[src/rtl/ifetch_master.sv]
// Instruction-fetch bus master: one Avalon-style read per fetch, valid/ready delivery to decode.
// Optional IFETCH_BYTESWAP_EN reverses byte order of the returned word.
module ifetch_master #(
  parameter int unsigned TIMEOUT = 255,
  parameter int unsigned TW      = 8
) (
  input  logic        clk,
  input  logic        reset,
  input  logic        clk_enable,
  input  logic [31:0] fetch_pc,
  input  logic        fetch_start,
  input  logic        flush,
  output logic [31:0] address,
  output logic        read,
  output logic [3:0]  byteenable,
  input  logic        waitrequest,
  input  logic [31:0] readdata,
  output logic [31:0] instr,
  output logic        instr_valid,
  input  logic        instr_ready,
  output logic        stall,
  output logic        fault
);

  // state   | meaning
  // S_IDLE  | no fetch in progress, ready to accept
  // S_REQ   | bus read outstanding, PC stalled
  // S_DONE  | instr held for decode
  // S_FAULT | misaligned or timed-out fetch, terminal until reset
  typedef enum logic [1:0] {S_IDLE, S_REQ, S_DONE, S_FAULT} state_t;

  state_t      state_q, state_d;
  logic        discard_q, discard_d;
  logic [TW-1:0] cnt_q, cnt_d, cnt_inc;
  logic [31:0] address_d, instr_d, rdata_ord;
  logic        read_d, instr_valid_d, stall_d, fault_d;
  logic [3:0]  byteenable_d;
  logic        done_release, can_accept, misaligned, timeout_hit;

`ifdef IFETCH_BYTESWAP_EN
  assign rdata_ord = {readdata[7:0], readdata[15:8], readdata[23:16], readdata[31:24]};
`else
  assign rdata_ord = readdata;
`endif

  assign done_release = (state_q == S_DONE) && ((clk_enable && instr_ready) || flush);
  assign can_accept   = clk_enable && fetch_start && ((state_q == S_IDLE) || done_release);
  assign misaligned   = (fetch_pc[1:0] != 2'b00);
  assign cnt_inc      = cnt_q + TW'(1);
  assign timeout_hit  = (TIMEOUT != 0) && waitrequest && (cnt_inc == TW'(TIMEOUT));

  always_ff @(posedge clk or negedge reset) begin
    if (!reset) begin
      state_q     <= S_IDLE;
      discard_q   <= 1'b0;
      cnt_q       <= '0;
      address     <= '0;
      read        <= 1'b0;
      byteenable  <= '0;
      instr       <= '0;
      instr_valid <= 1'b0;
      stall       <= 1'b0;
      fault       <= 1'b0;
    end else begin
      state_q     <= state_d;
      discard_q   <= discard_d;
      cnt_q       <= cnt_d;
      address     <= address_d;
      read        <= read_d;
      byteenable  <= byteenable_d;
      instr       <= instr_d;
      instr_valid <= instr_valid_d;
      stall       <= stall_d;
      fault       <= fault_d;
    end
  end

  always_comb begin
    state_d = state_q;
    case (state_q)
      S_IDLE: if (can_accept) state_d = misaligned ? S_FAULT : S_REQ;
      S_REQ: begin
        if (!waitrequest)     state_d = (discard_q || flush) ? S_IDLE : S_DONE;
        else if (timeout_hit) state_d = S_FAULT;
      end
      S_DONE: begin
        if (can_accept)        state_d = misaligned ? S_FAULT : S_REQ;
        else if (done_release) state_d = S_IDLE;
      end
      default: state_d = S_FAULT;
    endcase
  end

  always_comb begin
    address_d     = address;
    read_d        = read;
    byteenable_d  = byteenable;
    instr_d       = instr;
    instr_valid_d = instr_valid;
    stall_d       = stall;
    fault_d       = fault;
    discard_d     = discard_q;
    cnt_d         = cnt_q;

    if (state_q == S_REQ) begin
      if (!waitrequest) begin
        read_d       = 1'b0;
        stall_d      = 1'b0;
        byteenable_d = 4'h0;
        if (discard_q || flush) begin
          discard_d = 1'b0;
        end else begin
          instr_d       = rdata_ord;
          instr_valid_d = 1'b1;
        end
      end else begin
        cnt_d = cnt_inc;
        if (flush) discard_d = 1'b1;
      end
    end

    if (done_release) instr_valid_d = 1'b0;

    if (can_accept && !misaligned) begin
      address_d    = fetch_pc;
      read_d       = 1'b1;
      byteenable_d = 4'hF;
      stall_d      = 1'b1;
      cnt_d        = '0;
      discard_d    = 1'b0;
    end

    // Fault overrides everything; the bus read is abandoned on timeout.
    if (state_d == S_FAULT) begin
      fault_d       = 1'b1;
      read_d        = 1'b0;
      byteenable_d  = 4'h0;
      instr_valid_d = 1'b0;
      stall_d       = 1'b0;
    end
  end

endmodule

[config.mk]
export PLATFORM = sky130hd
export DESIGN_NAME = ifetch_master
export DESIGN_NICKNAME = d
export VERILOG_FILES = /design/src/rtl/ifetch_master.sv
export SDC_FILE = /design/constraint.sdc
export NUM_CORES = 1
export LEC_CHECK = 0
export ABC_AREA = 1
export CAP_MARGIN = 30
export CORE_UTILIZATION = 42
export CTS_CLUSTER_SIZE = 24
export DETAILED_ROUTE_END_ITERATION = 10
export GPL_ROUTABILITY_DRIVEN = 0
export HOLD_SLACK_MARGIN = 0.08
export PLACE_DENSITY = 0.8
export SLEW_MARGIN = 20
export SYNTH_ARGS = -nofsm -noshare
export SYNTH_HDL_FRONTEND = slang
export SYNTH_SLANG_ARGS = --single-unit
[constraint.sdc]
create_clock -name clk -period 2.15 [get_ports clk]
set_clock_uncertainty 0.2 [all_clocks]
set_input_delay 0.3225 -clock clk [delete_from_list [all_inputs] [get_ports clk]]
set_output_delay 0.3225 -clock clk [all_outputs]
set_load 0.01 [all_outputs]
==> results of run 1 <==
[cell type report]
type | instances | share of cell area
multi-input combinational | 267 | 0.2232
inverter | 20 | 0.01511
sequential | 78 | 0.3929
clock buffer | 12 | 0.03123
tap | 99 | 0.02494
timing repair buffer | 149 | 0.3018
clock inverter | 4 | 0.01083
[cell families after synthesis]
group,Yosys count,synth area share
adder cells (fa/ha/maj),2,0.007736
AND/OR/NAND/NOR,247,0.2990
buffers and inverters,38,0.05377
flip-flops,78,0.6035
XOR/XNOR,2,0.005417
AO/OA/AOI/OAI,16,0.03056
[how the worst min path moves through the flow]
stage / start / endpoint / slack, ns
floorplan: reset / address[0] / -0.17
global placement: reset / address[31] / 0.06
detailed placement: reset / address[31] / 0.07
CTS: reset / address[31] / 0.26
global route: reset / address[31] / 0.28
finish: reset / address[31] / 0.25
[power breakdown]
part           internal [mW]  switching (mW)
Clock                  0.605           0.519
Sequential              2.11           0.419
Combinational           1.48            1.18
Total                   4.20            2.12
[timing repair]
item                                   4_1_cts  5_1_grt
setup buffers                                0        0
hold buffers                                 1        0
endpoints found under the hold margin       28        0
[cell usage after synthesis]
library cell / count / area share
nand2_1: 217 / 0.25
dfrtp_1: 78 / 0.60
inv_1: 15 / 0.017
nor2_1: 13 / 0.015
buf_2: 10 / 0.015
a21oi_1: 7 / 0.011
nand3_1: 7 / 0.011
buf_4: 5 / 0.012
inv_2: 5 / 0.0058
o21ai_0: 4 / 0.0062
clkbuf_1: 3 / 0.0035
nand2_2: 3 / 0.0058
ha_1: 2 / 0.0077
nor2_2: 2 / 0.0039
nor3_1: 2 / 0.0031
o22ai_1: 2 / 0.0039
xor2_1: 2 / 0.0054
a2111oi_2: 1 / 0.0046
nand3_2: 1 / 0.0031
nand4_1: 1 / 0.0019
nor2_4: 1 / 0.0035
o21ai_2: 1 / 0.0027
o21bai_1: 1 / 0.0023
[flip-flops by register name, indices dropped and copies added (netlist names)]
name	cells
state_q	2
fault	1
cnt_q	8
address	32
byteenable	1
instr	32
discard_q	1
instr_valid	1
[layer usage]
metal,wire [um],GRT usage,vias up
met5,0,0,-
met4,208,0.08880,0
met3,316,0.03299,17
met2,3904,0.3481,86
met1,3457,0.2515,1304
li1,-,-,1437
[cell usage in the layout, fill, tap and decap left out, types with 2 or more instances in the layout]
| cell | netlist | layout |
|---|---|---|
| clkinvlp_4 | 0 | 2 |
| xor2_1 | 2 | 2 |
| dfrtp_1 | 78 | 78 |
| nand2_1 | 217 | 217 |
| nor2_2 | 2 | 2 |
| inv_2 | 5 | 5 |
| nor2_1 | 13 | 13 |
| clkdlybuf4s50_1 | 0 | 141 |
| o21ai_0 | 4 | 4 |
| nand3_1 | 7 | 7 |
| clkbuf_8 | 0 | 11 |
| inv_1 | 15 | 15 |
| nand2_2 | 3 | 3 |
| buf_12 | 0 | 2 |
| ha_1 | 2 | 2 |
| nor3_1 | 2 | 2 |
| o22ai_1 | 2 | 2 |
| a21oi_1 | 7 | 7 |
| buf_4 | 5 | 5 |
==> reports/qor.csv, run 1 <==
metric,value,unit
numCtsBuffers,9,
outcome,completed,
syn-num-nets,456,
clk_pin_slew_worst_paths,0.08,ns
path_class,reg2out,
route.antenna.remaining_nets,0,
finalSetupViolCount,0,
hpwlAfterDp,5.782,mm
power.leakage,2.442,nW
grt_start_max_net_pins,51,
placement.io_buffers,142,
critical_path.startpoint,byteenable[2],
i_o_pins,143,
r2r_start,cnt_q[1],
numPlacedInstances,612,
die_h,89.76,um
max-clock-path-buffers,2,
initial_core_util,0.4412,
synth.cell_area,3234,um^2
insertion_delay,0.33,ns
area_after_dpl,4748,um^2
max_cap_viol_count,0,
drcViolationCount,0,
timing.critical_path.required,1.63,ns
final_worst_path_period_share,0.8783,
fp.dieArea,8056,um^2
final_hold_viol_count,0,
worstPathBufferInverterCount,1,
drtIter0Drc,109,
final.fill_count,571,
antenna_found_initial,0,
clock_root_buffer,clkbuf_8,
groute.usage.overall,0.2024,
worst_hold_slack,0.2468,ns
critical_path_depth,1,
final.setup.worst_slack,0.2616,ns
grt_pass1_vias,2802,
unrepaired_setup_endpoints_after_global_routing,no,
cts_repair_resize_count,0,
r2r_setup_slack,0.29,ns
max-slew-margin-rel,0.6582,
worst_ep_arrival_time,1.37,ns
diodes,0,
finished_cell_area,4967,um^2
cpMaxStageDelayCell,clkdlybuf4s50_1,
detailroute.via_count,2844,
cts_num_sinks,78,
netlist_instances,383,
critPathTopFamily,buffers and inverters,
ff_latch_area,1952,um^2
h-tree-depth,3,
number_of_warnings_printed_during_yosys_synthesis,0,
highest_fanout_seen_on_the_critical_path,7,
finalWorstPathRequiredPeriod,1.888,ns
place_worst_setup_slack,0.03616,ns
worstSetupEndpointType,primary output,
hp-class,in2async,
grt_pass1_wl,13.19,mm
post_synth_num_cell_types,23,
timing.rr.end,byteenable[2],
floorplan.die.width,89.76,um
routed_wl,7.887,mm
power.density_cell_area,1272,nW/um^2
crit_path_start_kind,register,
post_route_cells_drive_above_1_share,0.06792,
ys_seq_area_frac,0.6035,
fin_cells,629,
number_of_iterations_in_the_first_detailed_routing_pass,6,
totalNegativeSetupSlack,0,ns
syn2layout_area_growth,53.58,%
detail_route.wl_per_cell,12.54,um
design.final.nets,598,
layout.core_utilization,0.6776,
number_of_core_rows,31,
timing.critical_path.slowest_cell_delay,0.58,ns
max_clock_freq,529.5,MHz
avgSynthCellArea,8.445,um^2
crit_end,byteenable[0],
cts_tree,done,
fin_total_pwr,6.320,mW
global_route.overflow_total,0,
rr_worst_depth,12,
vias_per_std_cell,4.521,
max_slew.worst_pin.slew,0.5119,ns
core_area,7331,um^2
yosys_register_bits,78,
crit_chain,clkdlybuf4s50_1,
report.final.slew_viol_count,0,
max-vdd-ir-drop,0.6796,mV
multiInputGateArea,1109,um^2
(Power assumes the default switching activity.)
==> inputs of run 2 (changes only) <==
Settings changed: GPL_TIMING_DRIVEN set to 0.
==> run 2 against run 1 <==
Against the previous run: count of clock-buffer cells in the layout down 3; critical endpoint unchanged; critical path depth up 1; clock power about the same; first-iteration DRC count up 5.5%; total power up 1.3%; global-route usage up 1.7 points.
==> reports/qor.csv, run 2 (synthesized netlist as in run 1, its figures left out) <==
metric,value,unit
design.final.nets,611,
cts_setup_buffers,0,
finished_cell_area,5011,um^2
antenna_found_initial,0,
layout.core_utilization,0.6836,
power.leakage,2.490,nW
max-clock-path-buffers,2,
route.antenna.remaining_nets,0,
finalWorstPathRequiredPeriod,1.969,ns
layout_top_registers,"address (32), instr (32), cnt_q (8)",
placement.io_buffers,142,
post_route_cells_drive_above_1_share,0.08656,
timing.critical_path.required,1.63,ns
insertion_delay,0.34,ns
finalSetupViolCount,0,
highest_count_cells_in_the_layout_ignoring_fill_and_taps,"nand2_1 (217), clkdlybuf4s50_1 (141), dfrtp_1 (78), inv_1 (15), nor2_1 (13)",
syn2layout_area_growth,54.93,%
post_cts_hold_buffer_count,1,
drcViolationCount,0,
initial_core_util,0.4412,
vias_per_std_cell,4.598,
topRoutingLayerUsed,met4,
report.final.slew_viol_count,0,
die_h,89.76,um
path_class,reg2out,
wl_met3,484,um
numCtsBuffers,9,
crit_path_start_kind,register,
max_clock_freq,507.8,MHz
dr_wl_met2,3.927,mm
area_after_dpl,4797,um^2
highest_fanout_seen_on_the_critical_path,7,
number_of_iterations_in_the_first_detailed_routing_pass,4,
hp-class,reg2reg,
drtIter0Drc,115,
diodes,0,
i_o_pins,143,
clk_pin_slew_worst_paths,0.09,ns
unrepaired_setup_endpoints_after_global_routing,no,
ff_latch_area,1952,um^2
h-tree-depth,3,
routed_wl,8.129,mm
grt_pass1_wl,14.12,mm
fp.dieArea,8056,um^2
layout.cells.most_common,nand2_1,
final.fill_count,567,
multiInputGateArea,1109,um^2
max_slew.worst_pin.slew,0.5075,ns
grt_pass1_vias,3040,
cts_repair_resize_count,0,
grt_start_max_net_pins,41,
cts_num_sinks,78,
groute.usage.overall,0.2192,
core_area,7331,um^2
worstSetupEndpointType,primary output,
max_cap_viol_count,0,
final_worst_path_period_share,0.9160,
detailroute.via_count,2952,
max-vdd-ir-drop,0.6229,mV
floorplan.die.width,89.76,um
detail_route.wl_per_cell,12.66,um
max-slew-margin-rel,0.6616,
final_hold_viol_count,0,
number_of_core_rows,31,
power.density_cell_area,1278,nW/um^2
clock_root_buffer,clkbuf_8,
global_route.overflow_total,0,
hpwlAfterDp,6.073,mm
routedLengthMet1,3.440,mm
worst_ep_arrival_time,1.45,ns
outcome,completed,
cts_tree,done,
==> run 2: changes by cell type in the layout (fill, tap and decap cells not counted), sizes merged <==
cell      change
clkinv        +1
buf          +10
inv           +3
clkinvlp      -1
==> run 2: final timing paths <==
| kind | cells after the start | to | from | slack (ns) |
|---|---|---|---|---|
| max in group asynchronous | 3 | fault | reset | 0.88 |
| min in group asynchronous | 2 | address[25] | reset | 0.29 |
| worst min register to register | 2 | instr[19] | instr[19] | 0.28 |
| worst max register to register | 10 | byteenable[2] | cnt_q[1] | 0.31 |
| worst max-delay path | 2 | byteenable[0] | byteenable[2] | 0.18 |
| worst min-delay path | 2 | instr[19] | instr[19] | 0.28 |
==> run 2: metrics by stage <==
| step | power (mW) | TNS [ns] | hold WS, ns | worst slack (ns) | instances |
|---|---|---|---|---|---|
| global placement | 5.204 | -167.57 | 0.2498 | -2.147 | 624 |
| CTS | 6.456 | 0 | 0.2803 | 0.1462 | 642 |
| floorplan | 3.656 | 0 | -0.1731 | 0.5350 | 383 |
| global route | 6.840 | 0 | 0.2965 | 0.1046 | 642 |
| finish | 6.402 | 0 | 0.2754 | 0.1805 | 642 |
| detailed placement | 5.295 | -2.222 | 0.1297 | -0.09150 | 625 |
==> run 2: critical path, stage by stage (launching register included) <==
cell             delay, ns
dfrtp_1               0.45
buf_4                 0.14
clkdlybuf4s50_1       0.52
==> run 2: power breakdown <==
| group | switching [mW] | internal [mW] | leakage [nW] |
|---|---|---|---|
| Sequential | 0.410 | 2.11 | 0.988 |
| Combinational | 1.20 | 1.54 | 1.40 |
| Clock | 0.585 | 0.555 | 0.103 |
| Total | 2.20 | 4.20 | 2.49 |
==> run 2: per-layer routing <==
layer | GRT usage | vias up
met4 | 0.1189 | 0
met1 | 0.2765 | 1366
li1 | - | 1465
met2 | 0.3532 | 101
met3 | 0.04738 | 20
met5 | 0 | -
==> run 2: final cells by class <==
type	count	share of cell area
Clock buffer	9	0.02472
Timing Repair Buffer	144	0.2891
Sequential cell	78	0.3895
Buffer	18	0.01973
Tap cell	99	0.02472
Multi-Input combinational cell	267	0.2212
Inverter	20	0.01498
Clock inverter	7	0.01598
